===== config.mk =====
export PLATFORM = sky130hd
export DESIGN_NAME = mem_access_unit
export DESIGN_NICKNAME = d
export VERILOG_FILES = /design/src/rtl/lc3b_types.sv /design/src/rtl/wait_counter.sv /design/src/rtl/mem_access_unit.sv
export SDC_FILE = /design/constraint.sdc
export NUM_CORES = 1
export LEC_CHECK = 0
export ABC_AREA = 1
export ABC_CLOCK_PERIOD_IN_PS = 3400
export BUFFER_PORTS_ARGS = -buffer_cell sky130_fd_sc_hd__buf_4
export CAP_MARGIN = 15
export CORE_MARGIN = 3
export CORE_UTILIZATION = 51
export DETAILED_ROUTE_END_ITERATION = 16
export GPL_TIMING_DRIVEN = 0
export PLACE_DENSITY = 0.87
export SLEW_MARGIN = 15
export SYNTH_ARGS = -nofsm -noshare
export SYNTH_HDL_FRONTEND = slang
export SYNTH_SLANG_ARGS = --single-unit

===== constraint.sdc =====
create_clock -name Clk -period 3.4 [get_ports Clk]
set_input_delay 0.68 -clock Clk [delete_from_list [all_inputs] [get_ports Clk]]
set_output_delay 0.68 -clock Clk [all_outputs]
set_load 0.01 [all_outputs]

===== src/rtl/lc3b_types.sv =====
// rtl/lc3b_types.sv - shared types for the SRAM access sequencer
package lc3b_types;

  localparam int MEM_WAIT_W = 4;

  typedef enum logic [1:0] {IDLE, SETUP, ACCESS, DONE} mem_state_t;

  // Bit 1 = upper lane, bit 0 = lower lane; a set bit means the lane is enabled.
  typedef enum logic [1:0] {
    LANE_NONE = 2'b00,
    LANE_LO   = 2'b01,
    LANE_HI   = 2'b10,
    LANE_BOTH = 2'b11
  } lane_sel_t;

  function automatic lane_sel_t lane_select(input logic is_byte, input logic addr_lsb);
    if (!is_byte) return LANE_BOTH;
    return addr_lsb ? LANE_HI : LANE_LO;
  endfunction

endpackage


===== src/rtl/wait_counter.sv =====
// rtl/wait_counter.sv - loadable down-counter with zero flag for SRAM wait states
module wait_counter
  import lc3b_types::*;
(
  input  logic                  clk,
  input  logic                  rst,
  input  logic                  load,
  input  logic [MEM_WAIT_W-1:0] load_val,
  input  logic                  dec,
  output logic                  zero
);

  logic [MEM_WAIT_W-1:0] count;

  always_ff @(posedge clk) begin
    if (rst) begin
      count <= '0;
    end else if (load) begin
      count <= load_val;
    end else if (dec && !zero) begin
      count <= count - 1'b1;
    end
  end

  assign zero = (count == '0);

endmodule


===== src/rtl/mem_access_unit.sv =====
// rtl/mem_access_unit.sv - request/response sequencer driving an asynchronous SRAM
module mem_access_unit
  import lc3b_types::*;
#(
  parameter int DATA_W      = 16,
  parameter int ADDR_W      = 20,
  parameter int WAIT_CYCLES = 2
) (
  input  logic              Clk,
  input  logic              Reset,
  input  logic              req_valid,
  output logic              req_ready,
  input  logic              req_write,
  input  logic              req_byte,
  input  logic [ADDR_W-1:0] req_addr,
  input  logic [DATA_W-1:0] req_wdata,
  output logic              resp_valid,
  output logic              resp_err,
  output logic [DATA_W-1:0] resp_rdata,
  output logic [ADDR_W-1:0] mem_addr,
  output logic              mem_ce_n,
  output logic              mem_oe_n,
  output logic              mem_we_n,
  output logic              mem_ub_n,
  output logic              mem_lb_n,
  output logic [DATA_W-1:0] mem_wdata,
  output logic              mem_drive,
  input  logic [DATA_W-1:0] mem_rdata
);

  localparam int HALF_W = DATA_W / 2;

  mem_state_t        state, next_state;
  logic              write_q, byte_q, addr_lsb_q;
  logic              accept, misaligned, wait_zero;
  logic              nxt_write, nxt_active;
  lane_sel_t         nxt_lane;
  logic [DATA_W-1:0] rdata_fmt, wdata_fmt;

  assign accept     = req_valid && (state == IDLE);
  assign misaligned = !req_byte && req_addr[0];

  wait_counter u_wait (
    .clk      (Clk),
    .rst      (Reset),
    .load     (state == SETUP),
    .load_val (MEM_WAIT_W'(WAIT_CYCLES)),
    .dec      (state == ACCESS),
    .zero     (wait_zero)
  );

  always_comb begin
    next_state = state;
    case (state)
      IDLE:    if (req_valid) next_state = misaligned ? DONE : SETUP;
      SETUP:   next_state = ACCESS;
      ACCESS:  if (wait_zero) next_state = DONE;
      DONE:    next_state = IDLE;
      default: next_state = IDLE;
    endcase
  end

  // Outputs are registered from the upcoming state, so the accept cycle must
  // use the live request fields rather than the not-yet-latched copies.
  always_comb begin
    nxt_write  = accept ? req_write : write_q;
    nxt_lane   = accept ? lane_select(req_byte, req_addr[0]) : lane_select(byte_q, addr_lsb_q);
    nxt_active = (next_state == SETUP) || (next_state == ACCESS);
    wdata_fmt  = req_byte ? {2{req_wdata[HALF_W-1:0]}} : req_wdata;
    rdata_fmt  = mem_rdata;
    if (byte_q) begin
      rdata_fmt = {{HALF_W{1'b0}}, addr_lsb_q ? mem_rdata[DATA_W-1:HALF_W] : mem_rdata[HALF_W-1:0]};
    end
  end

  always_ff @(posedge Clk) begin
    if (Reset) begin
      state      <= IDLE;
      write_q    <= 1'b0;
      byte_q     <= 1'b0;
      addr_lsb_q <= 1'b0;
      req_ready  <= 1'b1;
      resp_valid <= 1'b0;
      resp_err   <= 1'b0;
      resp_rdata <= '0;
      mem_addr   <= '0;
      mem_wdata  <= '0;
      mem_ce_n   <= 1'b1;
      mem_oe_n   <= 1'b1;
      mem_we_n   <= 1'b1;
      mem_ub_n   <= 1'b1;
      mem_lb_n   <= 1'b1;
      mem_drive  <= 1'b0;
    end else begin
      state <= next_state;
      if (accept) begin
        write_q    <= req_write;
        byte_q     <= req_byte;
        addr_lsb_q <= req_addr[0];
      end
      if (accept && !misaligned) begin
        mem_addr  <= {1'b0, req_addr[ADDR_W-1:1]};
        mem_wdata <= wdata_fmt;
      end
      req_ready  <= (next_state == IDLE);
      resp_valid <= (next_state == DONE);
      mem_ce_n   <= !nxt_active;
      mem_oe_n   <= !((next_state == ACCESS) && !nxt_write);
      mem_we_n   <= !((next_state == ACCESS) && nxt_write);
      mem_ub_n   <= !(nxt_active && nxt_lane[1]);
      mem_lb_n   <= !(nxt_active && nxt_lane[0]);
      mem_drive  <= nxt_active && nxt_write;
      // IDLE straight to DONE only happens for a misaligned word request.
      if (next_state == DONE) begin
        resp_err <= (state == IDLE);
        if (state == IDLE) begin
          resp_rdata <= '0;
        end else if (!write_q) begin
          resp_rdata <= rdata_fmt;
        end
      end
    end
  end

endmodule


Word-level counts from Yosys, hierarchy flattened
Cells that the tools add are included.
{ "op_classes": {"shift": 0, "bitwise_logic": 0, "n_lt_le_gt_ge": 0, "n_reduce_logical": 25, "muxes": 17, "div": 0, "multipliers": 0, "addsub": 1, "eq_ne": 7} }
{ "ops": {"columns": ["cell", "count"], "rows": [
  ["two-way mux 16 bit", 4],
  ["two-way mux 2 bit", 10],
  ["logical AND 1 bit", 9],
  ["zero test 1 bit", 9],
  ["== test 2 bit (second input constant)", 4],
  ["two-way mux 8 bit", 1],
  ["case mux 2 bit (4 select lines)", 1],
  ["== test 2 x 1 -> 1 bit (second input constant)", 2],
  ["zero test 2 bit", 2],
  ["zero test 4 bit", 1],
  ["subtractor 4 x 1 -> 4 bit (second input constant)", 1],
  ["inequality test 2 x 1 -> 1 bit (second input constant)", 1],
  ["AND reduction 2 bit", 1],
  ["nonzero test 2 bit", 1],
  ["OR reduction 2 bit", 1],
  ["logical OR 1 bit", 1],
  ["two-way mux 1 bit", 1]
]} }
{ "word_totals": {"ram_bits": 0, "ff_bits": 69, "memories": 0, "in_bits": 57, "word_cells": 68, "mem_bits_ro": 0, "latchBits": 0, "output_inout_bits": 61} }

Logic depth before layout (Yosys ltp)
Gate-level depths: netlist of the first run.
{ "logic_depth": {"word_depth": 9, "ltp_mapped": 13, "depth_no_buf": 13} }

Modules after synthesis
Synthesis of the first run repeated with hierarchy kept, for this count alone.
{ "unflattened": {"hier_cells": 449, "area_unflattened_um2": 3075.4} }
{ "modules_own_cells": {"columns": ["module", "cells_each", "seq_area_each_um2", "area_per_inst_um2", "n_inst"], "rows": [
  ["mem_access_unit", 408, 1301.2, 2801.4, 1],
  ["wait_counter", 41, 80.1, 274.0, 1]
]} }

Worst setup path before layout of the first run
No wires, ideal clock.
{ "synth_path": {"path_type": "input -> register", "start": "input port req_byte", "end": "register resp_rdata[6]", "path_buffers": 1, "t_required_ps": 3329, "path_slack_ps": 1193, "arrival_ps": 2137, "cell_stages": 11, "cell_sequence": "buf_6 inv_2 a21oi_4 inv_2 nand3_1 inv_1 ha_1 o21ai_2 nor2_1 nand2_1 a21oi_1"} }
{ "synth_via": {"elab_chain_cells": 7} }
{ "synth_rtl": {"columns": ["element", "line_no", "rtl"], "rows": [
  ["start: declaration", "mem_access_unit.sv:14", "input logic req_byte,"],
  ["zero test 1 bit", null, null],
  ["logical AND 1 bit", "mem_access_unit.sv:41", "assign misaligned = !req_byte && req_addr[0];"],
  ["two-way mux 2 bit (2 in series)", "mem_access_unit.sv:55", "IDLE: if (req_valid) next_state = misaligned ? DONE : SETUP;"],
  ["case mux 2 bit (4 select lines)", "mem_access_unit.sv:54", "case (state)"],
  ["net next_state[1]", "mem_access_unit.sv:33", "mem_state_t state, next_state;"],
  ["== test 2 bit", "mem_access_unit.sv:114", "if (next_state == DONE) begin"],
  ["AND reduction 2 bit (no line)", null, null],
  ["end signal: assignment", "mem_access_unit.sv:119", "resp_rdata <= rdata_fmt;"],
  ["end: declaration", "mem_access_unit.sv:19", "output logic [DATA_W-1:0] resp_rdata,"]
]} }
The timed path passes the listed nets, and every way through them passes these cells.
A chain may end at the register's enable or synchronous reset.

Final worst setup path of the first run
{ "layout_path": {"start": "register state[0]", "end": "register resp_rdata[7]"} }
{ "layout_via": {"elab_chain_cells": 4} }
{ "layout_rtl": {"columns": ["element", "line_no", "rtl"], "rows": [
  ["start: declaration", "mem_access_unit.sv:33", null],
  ["start signal: assignment", "mem_access_unit.sv:95", "state <= next_state;"],
  ["== test 2 bit (tied with other cells)", "mem_access_unit.sv:54", null],
  ["case mux 2 bit (4 select lines) *", "mem_access_unit.sv:54", null],
  ["net next_state[1]", "mem_access_unit.sv:33", null],
  ["== test 2 bit *", "mem_access_unit.sv:114", null],
  ["AND reduction 2 bit (no line) *", null, null]
]} }
The timed path passes the listed nets; every way through them passes the cells marked *.

==> flow_summary.ini, run 1 <==
[detailed_routing]
wl_per_cell_um = 13.2
drtPass1Iterations = 4
via_per_inst = 5.01
vias = 2896
drt-initial-drc-count = 166
drc = 0
drt_wl_total_um = 7620
ant_nets = 0

[pwr]
power.leakage_uw = 0.00194
power_frac_comb_pct = 41.1
pwr_density_cell_nw_per_um2 = 754
netSwitchingFraction_pct = 36.9
clkPwrFrac_pct = 20.2
seqPwrFrac_pct = 38.7
p_int_uw = 1870
power.switching_uw = 1090
ir_drop_v = 0.000466

[sta]
finalCriticalPeriod_ps = 2560
clock-skew-final_ps = 5.74
layout_setup_ws_ps = 845
setup_viol = 0
slew_headroom_pct = 66.0
period_share_pct = 75.2
hold_violations = 0
fmax_mhz = 391
worstMarginPinSlew_ps = 508
fin_tns_setup_ps = 0
drv_slew = 0
rsz0062_at_grt = false

[global_routing]
grt_max_degree = 12
antenna_found_initial = 0
gr-total-overflow = 0
track_usage_pct = 24.2
grt_pass1_wl_um = 12100
grt_pass1_vias = 2798

[die]
io_pins = 118
rows = 26
coreArea_um2 = 5200
initial_core_util_pct = 53.9
die_y_um = 80.2
die_x_um = 80.2
design.die.area_um2 = 6430

[layout]
instances_no_fill = 578
insertedDiodeCount = 0
nets = 568
layout-drive-gt1-share_pct = 29.7
final_core_util_pct = 75.5
area_growth_pct = 39.9
fillers = 394

[placed_design]
port_buffers = 114
preCtsSetupSlack_ps = 683
gp_congestion = 0.827
placed_cells = 562
hpwlAfterDp_um = 5660

[setup_path]
cp_slowest_stage_delay_ps = 400
worst_path_max_delay_cell = nor2_1
cp.depth = 13
required_ps = 3670
crit_arrival_ps = 2820
critPathCaptureType = flop
cp_max_fo = 9
crit_path_end = resp_rdata[7]
reg2reg_to = resp_rdata[7]
critPathBufInv = 4
critPathLaunch = state[0]
reg2reg_depth = 13
r2r_setup_slack_ps = 840
crit_path_start_kind = flop
r2r_start = state[0]
critical_path_class = reg -> reg
critPathTopFamily = simple AND/OR/NAND/NOR gates
cp_cell_sequence = inv_1 > ha_1 > buf_6 > nand2_4 > a21oi_4 > inv_2 > nand3_1 > inv_1 > ha_1 > o21ai_2 > nor2_1 > nand2_1 > a21oi_1

[synth]
synth_area_per_cell_um2 = 7.43
yosysUniqueCellTypes = 25
synth_area_leaders = dfxtp_1, nand2_1, nor2_1
synth_seq_cells = 69
synth_top_cell_area_share_pct = 49.2
synth_fp_nets = 443
ys_async_sr_fraction_pct = 0
mappedNetlistArea_um2 = 2810
ys_top_cells_by_count = nand2_1, nor2_1, dfxtp_1
synth_edf_count = 0
synth_warnings = 0
synthCells = 378
yosysTopAreaCell = dfxtp_1
yosysMostFrequentCell = nand2_1
synth_flop_cell = dfxtp_1
synth-seq-area-share_pct = 49.2

[clock_network]
postCtsSetupBuffers = 0
cts_buffers = 9
cts_tree = yes
clock_path_buffers = 2
cts_max_level = 3
hold_buffers = 0
cts_resized = 0
clock_sinks = 69
clock_latency_ps = 340
clkTransAtPathRegs_ps = 70
cts-root-buf = clkbuf_8

[job]
cap_violations = 0

[min_path]
hold_path.class = reg -> reg
holdPathStages = 2
hp-start = resp_rdata[3]

[run_status]
status = complete, no violations
## layout by cell type, fill, tap and decap left out
cell,netlist,final
clkbuf_1,3,4
clkbuf_8,0,11
nor3b_1,1,1
nand3_1,14,14
buf_4,2,116
inv_2,3,3
nor2_1,88,88
a31oi_1,1,1
clkinvlp_4,0,1
clkinv_2,0,3
nand4_1,2,2
conb_1,1,1
buf_2,6,6
inv_1,15,15
nand2_1,89,89
a21oi_2,1,1
a21oi_1,22,22
dfxtp_1,69,69
buf_1,2,2
buf_6,5,5
nand2_4,1,1
o21ai_2,1,1
or2_2,2,2
a21oi_4,1,1
a211oi_1,1,1
clkinv_1,1,1
o21ai_0,39,39
ha_1,8,8
## logic make-up (layout without fill, tap and decap cells)
kind of cell / count (synthesis) / after routing / synth area share (%)
AND/OR/NAND/NOR: 197 / 197 / 27.7
flip-flops: 69 / 69 / 49.2
AO/OA/AOI/OAI: 66 / 66 / 12.6
buffers and inverters: 37 / 167 / 6.82
adder cells (fa/ha/maj): 8 / 8 / 3.57
other: 1 / 1 / 0.134
## power by group through the flow
stage / Sequential, uW / Combinational (uW) / Clock [uW]
floorplan: 1240 / 605 / 0
global placement: 1150 / 1190 / 0
detailed placement: 1160 / 1220 / 0
CTS: 1150 / 1230 / 609
global route: 1170 / 1360 / 642
finish: 1150 / 1220 / 598
## through the flow
stage	hold WS, ps	cell area (um2)	total power [uW]
after global routing	488	3930	3170
final	467	3930	2960
after detailed placement	458	3750	2380
after global placement	453	3750	2340
after CTS	469	3930	2980
after floorplan	444	2810	1850
## state kept, by name, summed over array words and instances, names as in the netlist
name,count
resp_rdata,16
mem_we_n,1
req_ready,1
addr_lsb_q,1
mem_oe_n,1
resp_err,1
state,2
byte_q,1
u_wait.count,4
resp_valid,1
mem_ce_n,1
mem_addr,19
mem_lb_n,1
mem_wdata,16
mem_ub_n,1
mem_drive,1
write_q,1
## metal layers
| metal | wire length, um | part of all wire (%) | vias up | GRT usage, % |
|---|---|---|---|---|
| met2 | 3710 | 49 | 112 | 42.7 |
| met3 | 795 | 10 | 10 | 7.51 |
| met1 | 3010 | 39 | 1325 | 26.6 |
| met4 | 109 | 1.4 | 0 | 10.1 |
| met5 | 0 | 0 | - | 0 |
| li1 | - | - | 1449 | - |
## worst min-delay path, stage by stage, from the launching register on
cell and delay (ps):
dfxtp_1 310, nand2_1 60, a21oi_1 50
## worst min path at each step
stage / end / slack [ps]
floorplan: mem_ub_n / 440
global placement: resp_rdata[10] / 450
detailed placement: resp_rdata[4] / 460
CTS: resp_rdata[3] / 470
global route: resp_rdata[3] / 490
finish: resp_rdata[3] / 470
## area by class of cell
class                   instances  area, um2  area share, %
well taps                      70       87.6           2.23
clock buffers                  12        155           3.95
repair buffers                114        856           21.8
multi-input cells             272       1230           31.4
inverters                      19       71.3           1.82
plain buffers                  18        120           3.06
flip-flops and latches         69       1380           35.2
clock inverters                 4       22.5          0.573
No activity file was read; power rests on OpenSTA's default activity.
==> run 2, diff against run 1 <==
ABC_CLOCK_PERIOD_IN_PS = 2100   (was 3400)
CORE_UTILIZATION = 43   (was 51)
PLACE_DENSITY = 0.79   (was 0.87)
clock period = 2.1 ns   (was 3.4 ns; I/O delays follow)
==> run 2 against run 1 <==
Against the previous run:
- global-route usage down 3.0 points
- final cell count up 2.2%
- critical path depth down 2
- register-to-register slack worse by 740 ps
- non-clock buffer count up 8
- design area up 5.1%
- count of clock-buffer cells in the layout down 1
- critical path type unchanged
- critical endpoint is now resp_rdata[5]
- largest cell class unchanged
==> flow_summary.ini, run 2 (same netlist as run 1, synthesis figures left out) <==
[global_routing]
antenna_found_initial = 0
grt_pass1_wl_um = 12700
grt_pass1_vias = 2915
gr-total-overflow = 0
track_usage_pct = 21.2
grt_max_degree = 13

[pwr]
clkPwrFrac_pct = 19.2
power.switching_uw = 1970
power_frac_comb_pct = 44.9
ir_drop_v = 0.000719
seqPwrFrac_pct = 35.8
pwr_density_cell_nw_per_um2 = 1260
power.leakage_uw = 0.00198
p_total_uw = 5200
netSwitchingFraction_pct = 37.8
p_int_uw = 3240

[min_path]
hp-start = req_addr[5]
worstHoldEndpoint = mem_addr[4]
hold_path.class = in -> reg
holdPathStages = 3

[layout]
largest_register_ffs = 19
instances_no_fill = 591
top_regs = mem_addr (19), mem_wdata (16), resp_rdata (16)
seq_area_um2 = 1380
top_register = mem_addr
final_common_cell = buf_4
multi_input_area_um2 = 1340
area_growth_pct = 47.1
final_cell_mix = buf_4, nor2_1, nand2_1, dfxtp_1, o21ai_0
layout-drive-gt1-share_pct = 35.1
nets = 576
fillers = 521
insertedDiodeCount = 0
final_area_um2 = 4130

[clock_network]
cts_tree = yes
clock_path_buffers = 2
clock_sinks = 69
clkTransAtPathRegs_ps = 80
cts_max_level = 3
cts-root-buf = clkbuf_8
clock_latency_ps = 350
hold_buffers = 0
cts_buffers = 9

[placed_design]
port_buffers = 114
gp_congestion = 0.888
hpwlAfterDp_um = 5630
placed_cells = 567
place_area_um2 = 3760

[setup_path]
critPathCaptureType = flop
cp_max_fo = 10
critical_path_class = reg -> reg
r2r_start = state[0]
crit_arrival_ps = 2270
reg2reg_depth = 11
critPathTopFamily = buffers and inverters
critPathBufInv = 4
crit_path_start_kind = flop
cp_slowest_stage_delay_ps = 330
cpMostUsedCell = buf_6
worst_path_max_delay_cell = dfxtp_2
r2r_setup_slack_ps = 110
required_ps = 2370
reg2reg_to = resp_rdata[5]
cp_cell_sequence = inv_1 > ha_1 > buf_6 > or2_2 > nand3_2 > inv_2 > ha_4 > o21ai_4 > buf_6 > nand2_1 > a21oi_1

[detailed_routing]
drt_wl_total_um = 7810
wl_per_cell_um = 13.2
via_per_inst = 4.97
vias = 2940
ant_nets = 0
drt-initial-drc-count = 141
drc = 0
drtPass1Iterations = 4

[sta]
fmax_mhz = 501
clock-skew-final_ps = 8.09
finalCriticalPeriod_ps = 1990
setup_viol = 0
fin_tns_setup_ps = 0
slew_headroom_pct = 45.7
drv_slew = 0
whs_ps = 295
hold_violations = 0
period_share_pct = 95.0
worstMarginPinSlew_ps = 811

[job]
cap_violations = 0

[die]
io_pins = 118
coreArea_um2 = 6130
rows = 28
die_x_um = 86.8
die_y_um = 86.8
initial_core_util_pct = 45.8
design.die.area_um2 = 7540

[run_status]
status = complete, no violations
[run 2: final cells by class]
cell class / count / area share [%]
buffer: 18 / 3.00
clock buffer: 11 / 3.67
clock inverter: 5 / 0.848
inverter: 19 / 1.88
multi-input combinational: 272 / 32.4
sequential: 69 / 33.5
tap: 75 / 2.27
timing repair buffer: 122 / 22.5
[run 2: power groups by stage]
| stage | clock, uW | combinational (uW) | sequential [uW] |
|---|---|---|---|
| global route | 1080 | 2570 | 1900 |
| floorplan | 0 | 980 | 2020 |
| detailed placement | 0 | 1980 | 1880 |
| finish | 1000 | 2340 | 1860 |
| global placement | 0 | 1920 | 1870 |
| CTS | 1020 | 2090 | 1860 |
[run 2: worst min-delay path: cells and delay by family]
family / cells / cell delay (ps)
buf+inv: 1 / 80
simple gates: 2 / 110
[run 2: worst max path at each step]
stage	endpoint	from	slack (ps)	depth (start not counted)
after global routing	resp_rdata[12]	u_wait.count[1]	-4	14
after floorplan	resp_rdata[6]	state[0]	50	13
after global placement	resp_rdata[6]	state[0]	-380	13
final	resp_rdata[5]	state[0]	110	11
after detailed placement	resp_rdata[6]	state[0]	-460	13
after CTS	resp_rdata[10]	u_wait.count[0]	50	13
[run 2: per-stage QoR]
step,util (%),setup WS (ps)
after global placement,61.3,-381
after CTS,65.2,46.4
after global routing,67.3,-4.07
after floorplan,-,51.2
after detailed placement,61.3,-458
final,67.3,106
[run 2: repair_timing]
item / CTS / global route
setup endpoints to repair: 18 / 18
setup buffers: 2 / 6
pin swaps: 1 / 2
gates resized for setup: 10 / 18
[run 2: per-layer routing]
layer | vias up | track usage, % | part of all wire (%)
met5 | - | 0 | 0
met4 | 0 | 8.92 | 1.9
met3 | 16 | 7.98 | 9.8
met2 | 121 | 35.2 | 47
met1 | 1342 | 24.2 | 41
li1 | 1461 | - | -
==> run 3, diff against run 2 <==
ABC_AREA = default   (was 1)
SKIP_LAST_GASP = 1   (was default)
==> run 3 against run 2 <==
Against the previous run:
- critical path depth fell by 1
- worst setup slack got worse by 120 ps
- clock skew fell by 3.2 ps
- critical endpoint is now resp_rdata[14]
- clock power rose by 5%
- the run now ends with negative setup slack left
- via count fell by 3.5%
- core utilization fell by 2.7 points
- combinational power fell by 34%
==> flow_summary.ini, run 3 <==
[synth]
synth_top_cell_area_share_pct = 48.3
ys_async_sr_fraction_pct = 0
yosysMostFrequentCell = dfxtp_1
yosysTopAreaCell = dfxtp_1
synth-seq-area-share_pct = 48.3
ys_top_cells_by_count = dfxtp_1, a21oi_1, o21ai_0
synth_edf_count = 0
synth_area_per_cell_um2 = 9.05
yosysUniqueCellTypes = 39
synthCells = 316
synth_area_leaders = dfxtp_1, a21oi_1, mux2i_1
synth_seq_cells = 69
synth_warnings = 0
mappedNetlistArea_um2 = 2860
synth_flop_cell = dfxtp_1
synth_fp_nets = 381

[layout]
insertedDiodeCount = 0
multi_input_area_um2 = 1400
seq_area_um2 = 1380
nets = 512
instances_no_fill = 526
layout-drive-gt1-share_pct = 37.6
fillers = 545
top_register = mem_addr
final_area_um2 = 4130
top_regs = mem_addr (19), mem_wdata (16), resp_rdata (16)
largest_register_ffs = 19
final_common_cell = buf_4
area_growth_pct = 44.4
final_cell_mix = buf_4, dfxtp_1, a21oi_1, nand3_1, o21ai_0

[detailed_routing]
wl_per_cell_um = 15.8
drtPass1Iterations = 4
drt_wl_total_um = 8310
ant_nets = 0
via_per_inst = 5.40
vias = 2838
drc = 0
drt-initial-drc-count = 152

[sta]
finalCriticalPeriod_ps = 2120
drv_slew = 0
setup_viol = 6
fmax_mhz = 472
rsz0062_at_grt = true
clock-skew-final_ps = 4.91
hold_violations = 0
period_share_pct = 101
worstMarginPinSlew_ps = 614
slew_headroom_pct = 59.0
layout_setup_ws_ps = -17.2

[placed_design]
preCtsSetupSlack_ps = -225
hpwlAfterDp_um = 6240
placed_cells = 509
gp_congestion = 0.806
port_buffers = 116
place_area_um2 = 3830

[pwr]
pwr_density_cell_nw_per_um2 = 1030
ir_drop_v = 0.000557
power.leakage_uw = 0.00180

[global_routing]
gr-total-overflow = 0
grt_pass1_vias = 2705
antenna_found_initial = 0
grt_pass1_wl_um = 12700
track_usage_pct = 21.4
grt_max_degree = 11

[die]
coreArea_um2 = 6390
die_y_um = 87.5
design.die.area_um2 = 7660
initial_core_util_pct = 44.8
die_x_um = 87.5
io_pins = 118
rows = 29

[setup_path]
cp_max_fo = 8
reg2reg_to = resp_rdata[14]
required_ps = 2310
r2r_setup_slack_ps = -20
critPathTopFamily = compound AO/OA/AOI/OAI gates
cp_cell_sequence = inv_2 > ha_4 > or3b_4 > a211o_1 > nand2_2 > ha_4 > buf_8 > clkinvlp_4 > o21ai_1 > a21oi_1
critPathCaptureType = flop
critPathBufInv = 3
critPathLaunch = u_wait.count[1]
crit_arrival_ps = 2330
reg2reg_depth = 10
critical_path_class = reg -> reg
worst_path_max_delay_cell = or3b_4
crit_path_start_kind = flop
r2r_start = u_wait.count[1]
cp_slowest_stage_delay_ps = 380
cpMostUsedCell = ha_4

[run_status]
status = finished with violations
violations = negative setup slack

[clock_network]
clock_sinks = 69
cts_max_level = 3
clock_path_buffers = 2
clock_latency_ps = 350
clkTransAtPathRegs_ps = 70
cts_buffers = 9
hold_buffers = 0
cts_tree = yes
cts-root-buf = clkbuf_8

[job]
cap_violations = 0

[min_path]
worstHoldEndpoint = resp_valid
hp-start = Reset
holdPathStages = 2
hold_path.class = in -> reg
[run 3: changes by cell type after synthesis, sizes merged, moves of 9 or more]
cell / before / now
nand2: 90 / 9
nor2: 88 / 8
a21oi: 24 / 48
mux2i: 0 / 18
nand3: 14 / 30
inv: 18 / 9
[run 3: cell type report]
class | count | area share [%]
plain buffers | 25 | 3.09
multi-input cells | 213 | 33.8
repair buffers | 120 | 21.8
flip-flops and latches | 69 | 33.5
clock buffers | 11 | 3.67
well taps | 77 | 2.33
inverters | 9 | 0.909
clock inverters | 2 | 0.848
[run 3: power breakdown]
part	total [uW]	switching (uW)	internal [uW]
logic	1550	838	715
registers	1630	109	1520
clock network	1050	462	591
[run 3: worst max-delay path by stage]
stage / to / cells after the start
5_1_grt: resp_rdata[14] / 10
3_3_place_gp: resp_rdata[8] / 10
6_report: resp_rdata[14] / 10
4_1_cts: resp_rdata[14] / 10
2_1_floorplan: resp_rdata[12] / 10
3_5_place_dp: resp_rdata[14] / 10
[run 3: per-stage QoR]
stage                     hold WS [ps]  TNS, ps  power, uW  util (%)
final                              304    -59.9       4240      64.7
after detailed placement           449    -2590       3020      59.9
after global routing               309    -1070       4480      64.7
after floorplan                    444        0       2440         -
after CTS                          288        0       4170      63.9
after global placement             449    -2060       2980      59.9
[run 3: logic make-up (layout without fill, tap and decap cells)]
kind of cell | count (synthesis) | after routing | synth area share [%]
fa+ha+maj | 8 | 8 | 3.50
simple gates | 78 | 78 | 15.1
compound gates | 108 | 108 | 21.4
buf+inv | 34 | 167 | 5.25
flops | 69 | 69 | 48.3
mux | 18 | 18 | 6.30
other cells | 1 | 1 | 0.131
[run 3: routing by layer]
| layer | routed length [um] | vias to the layer above | GRT usage, % | share of wire, % |
|---|---|---|---|---|
| met5 | 0 | - | 0 | 0 |
| met4 | 264 | 0 | 12.3 | 3.2 |
| met2 | 4060 | 94 | 34.1 | 49 |
| met1 | 3460 | 1321 | 26.6 | 42 |
| li1 | - | 1400 | - | - |
| met3 | 520 | 23 | 4.89 | 6.3 |
[run 3: what timing repair did]
action,4_1_cts,5_1_grt
setup buffers,4,0
resized for setup,20,13
setup endpoints to repair,18,18
pin swaps,6,6
